===== src/rtl/fifo_axi_mem.sv =====
// fifo_axi_mem: register-array storage for fifo_axi.
//   aclk   - write clock (rising edge)
//   we     - write enable, one word per cycle
//   waddr  - write address
//   wdata  - write data
//   raddr  - read address
//   rdata  - asynchronous read data, mem[raddr]
// Contents are deliberately not reset; the pointers in the parent decide
// which entries hold live words.
module fifo_axi_mem #(
    parameter int DATA_WIDTH = 32,
    parameter int FIFO_DEPTH = 16
) (
    input  logic                          aclk,
    input  logic                          we,
    input  logic [$clog2(FIFO_DEPTH)-1:0] waddr,
    input  logic [DATA_WIDTH-1:0]         wdata,
    input  logic [$clog2(FIFO_DEPTH)-1:0] raddr,
    output logic [DATA_WIDTH-1:0]         rdata
);

    logic [DATA_WIDTH-1:0] mem [FIFO_DEPTH];

    always_ff @(posedge aclk) begin
        if (we) mem[waddr] <= wdata;
    end

    assign rdata = mem[raddr];

endmodule


===== src/rtl/fifo_axi.sv =====
// fifo_axi: single-clock first-word-fall-through FIFO with valid/ready
// handshakes on both sides.
//   aclk, aresetn    - clock, synchronous active-low reset
//   s_data/s_valid   - producer word and its valid
//   s_ready          - FIFO not full
//   m_data/m_valid   - head word (0 when empty) and not-empty flag
//   m_ready          - consumer takes m_data this cycle
// s_ready and m_valid come only from registered pointers, so there is no
// combinational path from s_valid/m_ready to them.
module fifo_axi #(
    parameter int DATA_WIDTH = 32,
    parameter int FIFO_DEPTH = 16
) (
    input  logic                  aclk,
    input  logic                  aresetn,
    input  logic [DATA_WIDTH-1:0] s_data,
    input  logic                  s_valid,
    output logic                  s_ready,
    output logic [DATA_WIDTH-1:0] m_data,
    output logic                  m_valid,
    input  logic                  m_ready
);

    localparam int ADDR_W = $clog2(FIFO_DEPTH);

    // Extra MSB on each pointer is a wrap bit: it distinguishes full from
    // empty when the address bits match.
    logic [ADDR_W:0]       wr_ptr, rd_ptr;
    logic                  full, empty, push, pop;
    logic [DATA_WIDTH-1:0] rdata;

    assign empty = (wr_ptr == rd_ptr);
    assign full  = (wr_ptr[ADDR_W] != rd_ptr[ADDR_W]) &&
                   (wr_ptr[ADDR_W-1:0] == rd_ptr[ADDR_W-1:0]);

    assign s_ready = !full;
    assign m_valid = !empty;

    // Full blocks pushes even when a pop happens the same cycle: no pass-through.
    assign push = s_valid && s_ready;
    assign pop  = m_valid && m_ready;

    always_ff @(posedge aclk) begin
        if (!aresetn) begin
            wr_ptr <= '0;
            rd_ptr <= '0;
        end else begin
            if (push) wr_ptr <= wr_ptr + 1'b1;
            if (pop)  rd_ptr <= rd_ptr + 1'b1;
        end
    end

    fifo_axi_mem #(
        .DATA_WIDTH (DATA_WIDTH),
        .FIFO_DEPTH (FIFO_DEPTH)
    ) u_mem (
        .aclk  (aclk),
        .we    (push),
        .waddr (wr_ptr[ADDR_W-1:0]),
        .wdata (s_data),
        .raddr (rd_ptr[ADDR_W-1:0]),
        .rdata (rdata)
    );

    // Stale storage must not leak out while empty.
    assign m_data = empty ? '0 : rdata;

endmodule


===== config.mk =====
export PLATFORM = sky130hd
export DESIGN_NAME = fifo_axi
export DESIGN_NICKNAME = d
export VERILOG_FILES = /design/src/rtl/fifo_axi_mem.sv /design/src/rtl/fifo_axi.sv
export SDC_FILE = /design/constraint.sdc
export NUM_CORES = 1
export LEC_CHECK = 0
export ABC_AREA = 0
export ABC_CLOCK_PERIOD_IN_PS = 9540
export BUFFER_PORTS_ARGS = -buffer_cell sky130_fd_sc_hd__buf_2
export CELL_PAD_IN_SITES_DETAIL_PLACEMENT = 1
export CELL_PAD_IN_SITES_GLOBAL_PLACEMENT = 1
export CORE_AREA = 5 5 231 233
export DETAILED_ROUTE_END_ITERATION = 10
export DIE_AREA = 0 0 236 238
export PLACE_DENSITY_LB_ADDON = 0.1
export SLEW_MARGIN = 25
export SYNTH_ARGS = -nofsm -noshare
export SYNTH_HDL_FRONTEND = slang
export SYNTH_HIERARCHICAL = 1
export SYNTH_SLANG_ARGS = --single-unit

===== constraint.sdc =====
create_clock -name aclk -period 9.54 [get_ports aclk]
set_input_delay 1.431 -clock aclk [delete_from_list [all_inputs] [get_ports aclk]]
set_output_delay 1.431 -clock aclk [all_outputs]
set_load 0.01 [all_outputs]

==> results of run 1 <==
## through the flow
stage / util / total power [mW]
6_report: 0.4521 / 5.198
4_1_cts: 0.4521 / 5.288
3_3_place_gp: 0.4187 / 3.229
5_1_grt: 0.4521 / 5.428
3_5_place_dp: 0.4187 / 3.232
2_1_floorplan: - / 3.062
## power by group
group          switching [mW]  leakage (nW)  internal (mW)
Combinational           0.287          1.63          0.286
Clock                   0.866         0.832           1.17
Sequential             0.0387          4.71           2.55
Total                    1.19          7.17           4.01
## path summary, 6_finish.rpt
| path | slack (ps) | end |
|---|---|---|
| setup reg to reg | 5460 | u_mem/mem[10][14] |
| hold / removal | 550 | wr_ptr[4] |
| setup / recovery | 4170 | m_data[30] |
| hold reg to reg | 550 | wr_ptr[4] |
## flip-flops by register name, indices dropped and copies added, names as in the netlist
register,cells
u_mem/mem,512
wr_ptr,5
rd_ptr,5
## placed cells by master (no fill, tap or decap), types with 2 or more instances in the layout
master       n
inv_6        2
dfxtp_4      2
bufinv_16    3
dfxtp_1      8
inv_1        4
nand2_1     44
nor2_4      13
and2_1      32
nor4_1       2
nand4_1      5
clkbuf_16   57
mux2i_1      7
nand3b_1     2
nor2b_4      2
a211oi_1     2
nand2b_1     7
nand3_1      2
edfxtp_1   512
clkinv_2     9
a21oi_1      4
xnor2_1      5
clkbuf_1    16
and4_1       2
clkinv_1    15
a22oi_1     64
buf_2       69
ha_1         2
mux4_2     128
buf_4       23
nor3_2       4
## layout make-up
class,count,area (um2)
fillers,4633,27940
flip-flops and latches,522,15580
multi-input cells,339,4362
clock buffers,73,1486
well taps,680,850.8
repair buffers,93,538.0
clock inverters,30,216.5
inverters,4,15.01
## worst max-delay path, stage by stage (launching register included)
cell and delay (ps):
dfxtp_4 790, buf_4 750, buf_4 610, mux4_2 390, a22oi_1 200, nand2_1 170
and2_1 180, buf_2 130
## cells by family after synthesis
| family | count (synthesis) | share of synthesized area |
|---|---|---|
| AOI/OAI and AO/OA | 76 | 0.02870 |
| DFF | 522 | 0.7751 |
| and+or+nand+nor | 120 | 0.03051 |
| buffers and inverters | 53 | 0.01451 |
| muxes | 135 | 0.1469 |
| xor gates and xnor gates | 6 | 0.002989 |
| adders and majority gates | 2 | 0.001245 |
## per-layer routing
metal  GRT usage  up-vias  routed length (um)
li1            -     4043                   -
met1      0.2349     5113               20420
met2      0.2866      208               23760
met3     0.03155       61                2567
met4     0.03571        4                 717
met5           0        -                  23
==> impl_metrics.csv, run 1 <==
group,metric,value,unit
timing,rsz0062_at_grt,"false",
synthesis,synth.ff_latch_count,522,
clock_tree,clock-sinks,522,
drt,drt_wl_total,47.48,mm
synthesis,syn_inst,914,
timing,fin_worst_skew,13.44,ps
synthesis,synthTopCellsByArea,"edfxtp_1 77%, mux4_2 14%, a22oi_1 2.4%",
clock_tree,clk_pin_slew,60,ps
drt,dr.pass1.iters,4,
final_layout,drive_gt1_frac,0.3016,
clock_tree,cts_buffer_depth,3,
critical_path,critPathLaunch,"rd_ptr[1]",
timing,hold_viol_final,0,
timing,finalWorstPathRequiredPeriod,5365,ps
grt,grt_pass1_vias,10220,
timing,max_slew_margin,0.4162,
placement,gp_congestion,0.6645,
critical_path,critPathLaunchType,"flip-flop",
synthesis,async_flop_share,0,
drt,vias,9429,
synthesis,synth.cells.most_frequent,"512 x edfxtp_1, 128 x mux4_2, 64 x a22oi_1, 44 x nand2_1, 33 x and2_1",
synthesis,yosysTopAreaCell,"edfxtp_1",
clock_tree,numCtsBuffers,56,
floorplan,die-area,56170,um2
final_layout,fin_nets,1054,
timing,worst_slew_pin_slew,875.7,ps
synthesis,syn_area,20090,um2
synthesis,ys.flop_type,"edfxtp_1",
drt,vias_per_cell,5.416,
run,drv_cap,0,
timing,setup_viol,0,
min_path,holdPathStages,2,
critical_path,path_max_fanout,52,
grt,antenna_found_initial,4,
final_layout,insertedDiodeCount,0,
synthesis,yosysMostFrequentCell,"edfxtp_1",
placement,numPlacedInstances,1638,
synthesis,syn_avg_cell_area,21.98,um2
critical_path,worstRegToRegCells,7,
grt,grt_max_degree,100,
floorplan,start_util,0.3941,
synthesis,synthesis.nets,952,
clock_tree,cts_root_buf,"clkbuf_16",
critical_path,cp-end-kind,"primary output",
timing,final_max_slew_viol_count,0,
timing,finalSetupTns,0,ps
synthesis,ys_types,36,
placement,dp_hpwl,22.74,mm
synthesis,synth_edf_count,512,
power_and_ir_drop,vdd_ir_drop_max,0.1383,mV
placement,dp_slack,4714,ps
final_layout,stdcell_count,1741,
floorplan,die_x,236,um
min_path,hold_path.class,"reg -> reg",
floorplan,ios,70,
grt,grt.overflow.total,0,
final_layout,design_area,23050,um2
placement,portBuffers,69,
critical_path,cp.required,8110,ps
grt,globalRouteTotalUtil,0.1700,
min_path,hp-start,"wr_ptr[4]",
timing,worst_slack,4175,ps
clock_tree,tritoncts,"built",
synthesis,ys_seq_area_frac,0.7751,
power_and_ir_drop,p_leak,7.165,nW
clock_tree,cts-resized-gates,0,
critical_path,reg2reg_from,"rd_ptr[0]",
timing,clock.fmax,0.1864,GHz
drt,routedWlPerCell,27.27,um
floorplan,rows,83,
timing,fin_crit_sh,0.5624,
power_and_ir_drop,powerDensity,225.5,nW/um2
clock_tree,h-tree-depth,2,
grt,grt_pass1_wl,70.66,mm
critical_path,arrival,3930,ps
clock_tree,postCtsHoldBufs,0,
run_status,status,"finished, final reports clean",
clock_tree,worstSkewPairLatency,600,ps
placement,placed_cell_area,21350,um2
floorplan,die_y,238,um
drt,drc_errors,0,
drt,drt_iter0_drc,636,
timing,whs,546.4,ps
drt,ant_nets,0,
clock_tree,post_cts_buffers,0,
final_layout,synthToLayoutAreaGrowth,14.71,%
critical_path,path_class,"reg -> out",
floorplan,core,50990,um2
synthesis,yosys.area.top_type_share,0.7651,
synthesis,yosys_warnings,6,
Power figures use the tool's default switching activity.
==> run 2, diff against run 1 <==
--- a/config.mk
+++ b/config.mk
@@ -6,7 +6,7 @@
 export NUM_CORES = 1
 export LEC_CHECK = 0
 export ABC_AREA = 0
-export ABC_CLOCK_PERIOD_IN_PS = 9540
+export ABC_CLOCK_PERIOD_IN_PS = 5400
 export BUFFER_PORTS_ARGS = -buffer_cell sky130_fd_sc_hd__buf_2
 export CELL_PAD_IN_SITES_DETAIL_PLACEMENT = 1
 export CELL_PAD_IN_SITES_GLOBAL_PLACEMENT = 1
==> constraint.sdc (replaced) <==
create_clock -name aclk -period 5.4 [get_ports aclk]
set_input_delay 0.81 -clock aclk [delete_from_list [all_inputs] [get_ports aclk]]
set_output_delay 0.81 -clock aclk [all_outputs]
set_load 0.01 [all_outputs]
==> run 2 against run 1 <==
Wire length is essentially flat. Sequential cell count is the same. Power grew 75%.
==> impl_metrics.csv, run 2 (synthesis results as in run 1) <==
group,metric,value,unit
critical_path,path_max_fanout,26,
final_layout,synthToLayoutAreaGrowth,14.83,%
timing,finalSetupTns,0,ps
critical_path,crit_buf_inv,2,
drt,vias,9382,
timing,rsz0062_at_grt,"false",
grt,antenna_found_initial,3,
drt,drt_wl_total,47.45,mm
power_and_ir_drop,p_leak,7.158,nW
clock_tree,h-tree-depth,2,
clock_tree,tritoncts,"built",
critical_path,cp.required,4590,ps
placement,portBuffers,69,
drt,ant_nets,0,
final_layout,final_cell_mix,"512 x edfxtp_1, 128 x mux4_2, 69 x buf_2",
clock_tree,cts_buffer_depth,3,
final_layout,top_regs,"u_mem/mem x512, rd_ptr x5, wr_ptr x5",
timing,clock.fmax,0.2606,GHz
grt,grt_max_degree,132,
grt,globalRouteTotalUtil,0.1696,
final_layout,largest_reg_flops,512,
grt,grt_pass1_wl,70.93,mm
critical_path,arrival,3030,ps
floorplan,ios,70,
critical_path,cp-end-kind,"primary output",
placement,placed_cell_area,21430,um2
timing,worst_slew_pin_slew,991.3,ps
drt,drc_errors,0,
drt,vias_per_cell,5.386,
run,drv_cap,0,
placement,gp_congestion,0.6909,
clock_tree,cts_root_buf,"clkbuf_16",
final_layout,fin_nets,1057,
floorplan,core,50990,um2
critical_path,path_class,"reg -> out",
min_path,hold_path.class,"reg -> reg",
floorplan,rows,83,
grt,grt_pass1_vias,10230,
drt,dr.pass1.iters,4,
power_and_ir_drop,powerDensity,394.1,nW/um2
drt,drt_iter0_drc,712,
clock_tree,clk_pin_slew,60,ps
clock_tree,worstSkewPairLatency,590,ps
critical_path,path_delay_family,"flip-flops",
grt,grt.overflow.total,0,
timing,fin_worst_skew,10.89,ps
timing,finalWorstPathRequiredPeriod,3838,ps
critical_path,crit_slowest_cell,"dfxtp_4",
drt,routedWlPerCell,27.24,um
critical_path,slowest_delay,690,ps
critical_path,crit_chain,"buf_4, mux4_2, a22oi_1, nand2_1, and2_1, buf_2",
final_layout,drive_gt1_frac,0.3009,
final_layout,fillerInstances,4633,
floorplan,die_y,238,um
clock_tree,numCtsBuffers,56,
floorplan,die-area,56170,um2
run_status,status,"finished, final reports clean",
placement,dp_hpwl,26.20,mm
floorplan,die_x,236,um
floorplan,start_util,0.3941,
timing,fin_crit_sh,0.7107,
clock_tree,cts-resized-gates,0,
clock_tree,postCtsHoldBufs,0,
timing,hold_viol_final,0,
final_layout,regArea,15580,um2
final_layout,largest_register,"u_mem/mem",
clock_tree,clock-sinks,522,
timing,final_max_slew_viol_count,0,
timing,setup_viol,0,
final_layout,multiInputGateArea,4363,um2
clock_tree,post_cts_buffers,0,
critical_path,critPathLaunchType,"flip-flop",
timing,max_slew_margin,0.3375,
power_and_ir_drop,vdd_ir_drop_max,0.2232,mV
final_layout,design_area,23070,um2
power_and_ir_drop,fin_total_pwr,9.094,mW
final_layout,final_common_cell,"edfxtp_1",
run 2: worst paths after layout:
check             slack (ps)  startpoint          endpoint  depth (start not counted)
hold reg to reg          560   wr_ptr[4]         wr_ptr[4]                          2
setup reg to reg        2140   rd_ptr[0]  u_mem/mem[2][30]                          6
setup / recovery        1560   rd_ptr[0]        m_data[21]                          6
hold / removal           560   wr_ptr[4]         wr_ptr[4]                          2
run 2: power by group:
group | leakage (nW) | internal [mW] | switching, mW
clock network | 0.793 | 1.97 | 1.49
logic | 1.66 | 0.523 | 0.566
registers | 4.71 | 4.50 | 0.0438
total | 7.16 | 6.99 | 2.10
run 2: final cells by class:
type | count | share of cell area
Clock inverter | 27 | 0.006561
Tap cell | 680 | 0.03687
Antenna cell | 2 | 0.0002169
Timing Repair Buffer | 96 | 0.02701
Multi-Input combinational cell | 339 | 0.1891
Inverter | 4 | 0.0006507
Sequential cell | 522 | 0.6753
Clock buffer | 72 | 0.06426
run 2: routing by layer:
| metal | global-route usage | part of all wire | up-vias |
|---|---|---|---|
| met2 | 0.2776 | 0.48 | 155 |
| met1 | 0.2413 | 0.46 | 5097 |
| li1 | - | - | 4061 |
| met5 | 0 | 0.00015 | - |
| met4 | 0.04346 | 0.019 | 2 |
| met3 | 0.02681 | 0.034 | 67 |
run 2: tightest hold or removal path: stages, from the launching register on:
cell     delay, ps
dfxtp_1        360
nand2_1         90
mux2i_1         60
run 2: through the flow:
step / instances / worst slack (ps) / utilization / hold WS, ps
floorplan: 914 / 1096 / - / 491.5
global placement: 1641 / 2025 / 0.4203 / 535.1
detailed placement: 1641 / 2036 / 0.4204 / 546.8
CTS: 1740 / 1453 / 0.4524 / 560.2
global route: 1741 / 1350 / 0.4525 / 580.7
finish: 1742 / 1562 / 0.4525 / 558.1
==> run 3, diff against run 2 <==
--- a/config.mk
+++ b/config.mk
@@ -5,14 +5,14 @@
 export SDC_FILE = /design/constraint.sdc
 export NUM_CORES = 1
 export LEC_CHECK = 0
-export ABC_AREA = 0
-export ABC_CLOCK_PERIOD_IN_PS = 5400
+export ABC_AREA = 1
+export ABC_CLOCK_PERIOD_IN_PS = 3200
 export BUFFER_PORTS_ARGS = -buffer_cell sky130_fd_sc_hd__buf_2
 export CELL_PAD_IN_SITES_DETAIL_PLACEMENT = 1
 export CELL_PAD_IN_SITES_GLOBAL_PLACEMENT = 1
-export CORE_AREA = 5 5 231 233
+export CORE_AREA = 5 5 246 248
 export DETAILED_ROUTE_END_ITERATION = 10
-export DIE_AREA = 0 0 236 238
+export DIE_AREA = 0 0 251 253
 export PLACE_DENSITY_LB_ADDON = 0.1
 export SLEW_MARGIN = 25
 export SYNTH_ARGS = -nofsm -noshare
==> constraint.sdc (replaced) <==
create_clock -name aclk -period 3.2 [get_ports aclk]
set_input_delay 0.48 -clock aclk [delete_from_list [all_inputs] [get_ports aclk]]
set_output_delay 0.48 -clock aclk [all_outputs]
set_load 0.01 [all_outputs]
==> run 3 against run 2 <==
Power up 75%. Register-to-register slack got worse by 1600 ps. Setup slack worse by 1400 ps. Sequential share of layout area decreased by 7.6 points. Critical endpoint is now m_data[25]. Highest routed layer is now met4.
==> impl_metrics.csv, run 3 <==
group,metric,value,unit
synthesis,yosys_warnings,6,
floorplan,die_y,253,um
drt,wl_met3,2.069,mm
synthesis,synth.cells.most_frequent,"738 x nand2_1, 512 x edfxtp_1, 435 x inv_1, 394 x nand3_1, 45 x buf_2",
final_layout,largest_register,"u_mem/mem",
grt,antenna_found_initial,0,
timing,setup_viol,0,
floorplan,core,58240,um2
clock_tree,numCtsBuffers,57,
drt,top_layer,"met4",
placement,portBuffers,69,
final_layout,insertedDiodeCount,0,
synthesis,yosysTopAreaCell,"edfxtp_1",
final_layout,drive_gt1_frac,0.09329,
drt,vias,15570,
final_layout,final_cell_mix,"738 x nand2_1, 512 x edfxtp_1, 433 x inv_1",
grt,grt_max_degree,113,
timing,fin_worst_skew,13.21,ps
critical_path,crit_slowest_cell,"dfxtp_4",
placement,placed_cell_area,24260,um2
drt,ant_nets,0,
clock_tree,h-tree-depth,2,
drt,drt_wl_total,64.93,mm
floorplan,die-area,63500,um2
critical_path,crit_chain,"buf_12, nand2_1, nand3_1, nand3_1, nand3_1, nand2_1, nand2_1, inv_1, buf_2",
critical_path,arrival,2580,ps
synthesis,ys_types,21,
run,drv_cap,0,
final_layout,fin_nets,2363,
final_layout,final_common_cell,"nand2_1",
min_path,hold_path.class,"in -> reg",
power_and_ir_drop,powerDensity,613.4,nW/um2
timing,fin_crit_sh,0.9565,
timing,rsz0062_at_grt,"true",
synthesis,synthTopCellsByArea,"edfxtp_1 67%, nand2_1 12%, nand3_1 8.6%",
run_status,status,"finished, final reports clean",
critical_path,crit_buf_inv,3,
critical_path,cp-end-kind,"primary output",
final_layout,synthToLayoutAreaGrowth,13.08,%
critical_path,path_class,"reg -> out",
synthesis,yosys.area.top_type_share,0.6690,
synthesis,synth_edf_count,512,
synthesis,async_flop_share,0,
final_layout,largest_reg_flops,512,
floorplan,ios,70,
drt,drt_iter0_drc,938,
timing,worst_slew_pin_slew,673.5,ps
critical_path,slowest_delay,550,ps
critical_path,path_delay_family,"simple AND/OR/NAND/NOR gates",
drt,drt-met1-wl,29.87,mm
synthesis,syn_avg_cell_area,10.20,um2
timing,finalWorstPathRequiredPeriod,3061,ps
grt,globalRouteTotalUtil,0.2001,
synthesis,synth.ff_latch_count,522,
drt,wl_met2,31.73,mm
placement,gp_congestion,0.7320,
clock_tree,post_cts_buffers,0,
timing,clock.fmax,0.3267,GHz
synthesis,ys_seq_area_frac,0.6777,
final_layout,fin_util,0.4463,
synthesis,ys.flop_type,"edfxtp_1",
timing,final_max_slew_viol_count,0,
grt,grt_pass1_vias,16270,
clock_tree,clk_pin_slew,60,ps
floorplan,start_util,0.3946,
power_and_ir_drop,fin_total_pwr,15.94,mW
timing,hold_viol_final,0,
synthesis,syn_inst,2254,
drt,vias_per_cell,4.954,
critical_path,cp.required,2720,ps
timing,max_slew_margin,0.5510,
drt,routedWlPerCell,20.66,um
timing,worst_slack,139.4,ps
final_layout,top_regs,"u_mem/mem x512, rd_ptr x5, wr_ptr x5",
placement,dp_slack,727.7,ps
clock_tree,cts_buffer_depth,3,
synthesis,syn_area,22980,um2
critical_path,critPathLaunchType,"flip-flop",
power_and_ir_drop,p_leak,11.20,nW
clock_tree,clock-sinks,522,
floorplan,die_x,251,um
floorplan,rows,89,
placement,dp_hpwl,35.72,mm
power_and_ir_drop,vdd_ir_drop_max,0.4467,mV
critical_path,path_max_fanout,112,
clock_tree,worstSkewPairLatency,610,ps
clock_tree,tritoncts,"built",
synthesis,yosysMostFrequentCell,"nand2_1",
clock_tree,cts_root_buf,"clkbuf_16",
drt,drc_errors,0,
final_layout,design_area,25990,um2
grt,grt_pass1_wl,98.08,mm
clock_tree,postCtsHoldBufs,0,
drt,dr.pass1.iters,5,
grt,grt.overflow.total,0,
synthesis,synthesis.nets,2292,
==> run 3: path summary, 6_finish.rpt <==
check                           startpoint                to  slack [ps]  cells past startpoint
worst max register to register   rd_ptr[4]   u_mem/mem[9][0]         540                      8
worst max-delay path             rd_ptr[0]        m_data[25]         140                      9
worst min register to register   rd_ptr[4]         rd_ptr[4]         530                      2
worst min-delay path            s_data[10]  u_mem/mem[3][10]         250                      1
==> run 3: area by class of cell <==
| class | instances | area, um2 |
|---|---|---|
| fill | 6397 | 32250 |
| sequential | 522 | 15590 |
| multi-input combinational | 1184 | 5155 |
| inverter | 438 | 1654 |
| clock buffer | 91 | 1615 |
| tap | 773 | 967.2 |
| timing repair buffer | 122 | 918.4 |
| clock inverter | 12 | 92.59 |
==> run 3: repair_timing <==
action | in CTS | in global routing
gates resized for setup | 0 | 1
hold endpoints to repair | 0 | 0
setup endpoints to repair | 0 | 14
==> run 3: layer usage <==
layer / vias to the layer above / global-route usage
met1: 7887 / 0.2729
met3: 75 / 0.02219
met2: 239 / 0.3494
li1: 7365 / -
met5: - / 0
met4: 0 / 0.04257
==> run 3: kinds of logic after synthesis <==
family,share of synthesized area
buffers and inverters,0.1040
AOI/OAI and AO/OA,0.002178
adders and majority gates,0.001089
DFF,0.6777
xor gates and xnor gates,0.0003811
and+or+nand+nor,0.2147
==> run 3: stage by stage <==
step,TNS (ps),std cells,hold slack (ps)
finish,0,3142,250.0
global route,-173.2,3142,235.4
CTS,0,3141,211.2
detailed placement,0,3038,530.6
global placement,0,3038,513.8
floorplan,0,2254,494.9
==> run 3: where the power goes <==
part	internal (mW)	switching [mW]	total (mW)
clock	3.51	2.65	6.16
combinational	0.628	1.52	2.15
sequential	7.59	0.0434	7.64
total	11.7	4.21	15.9
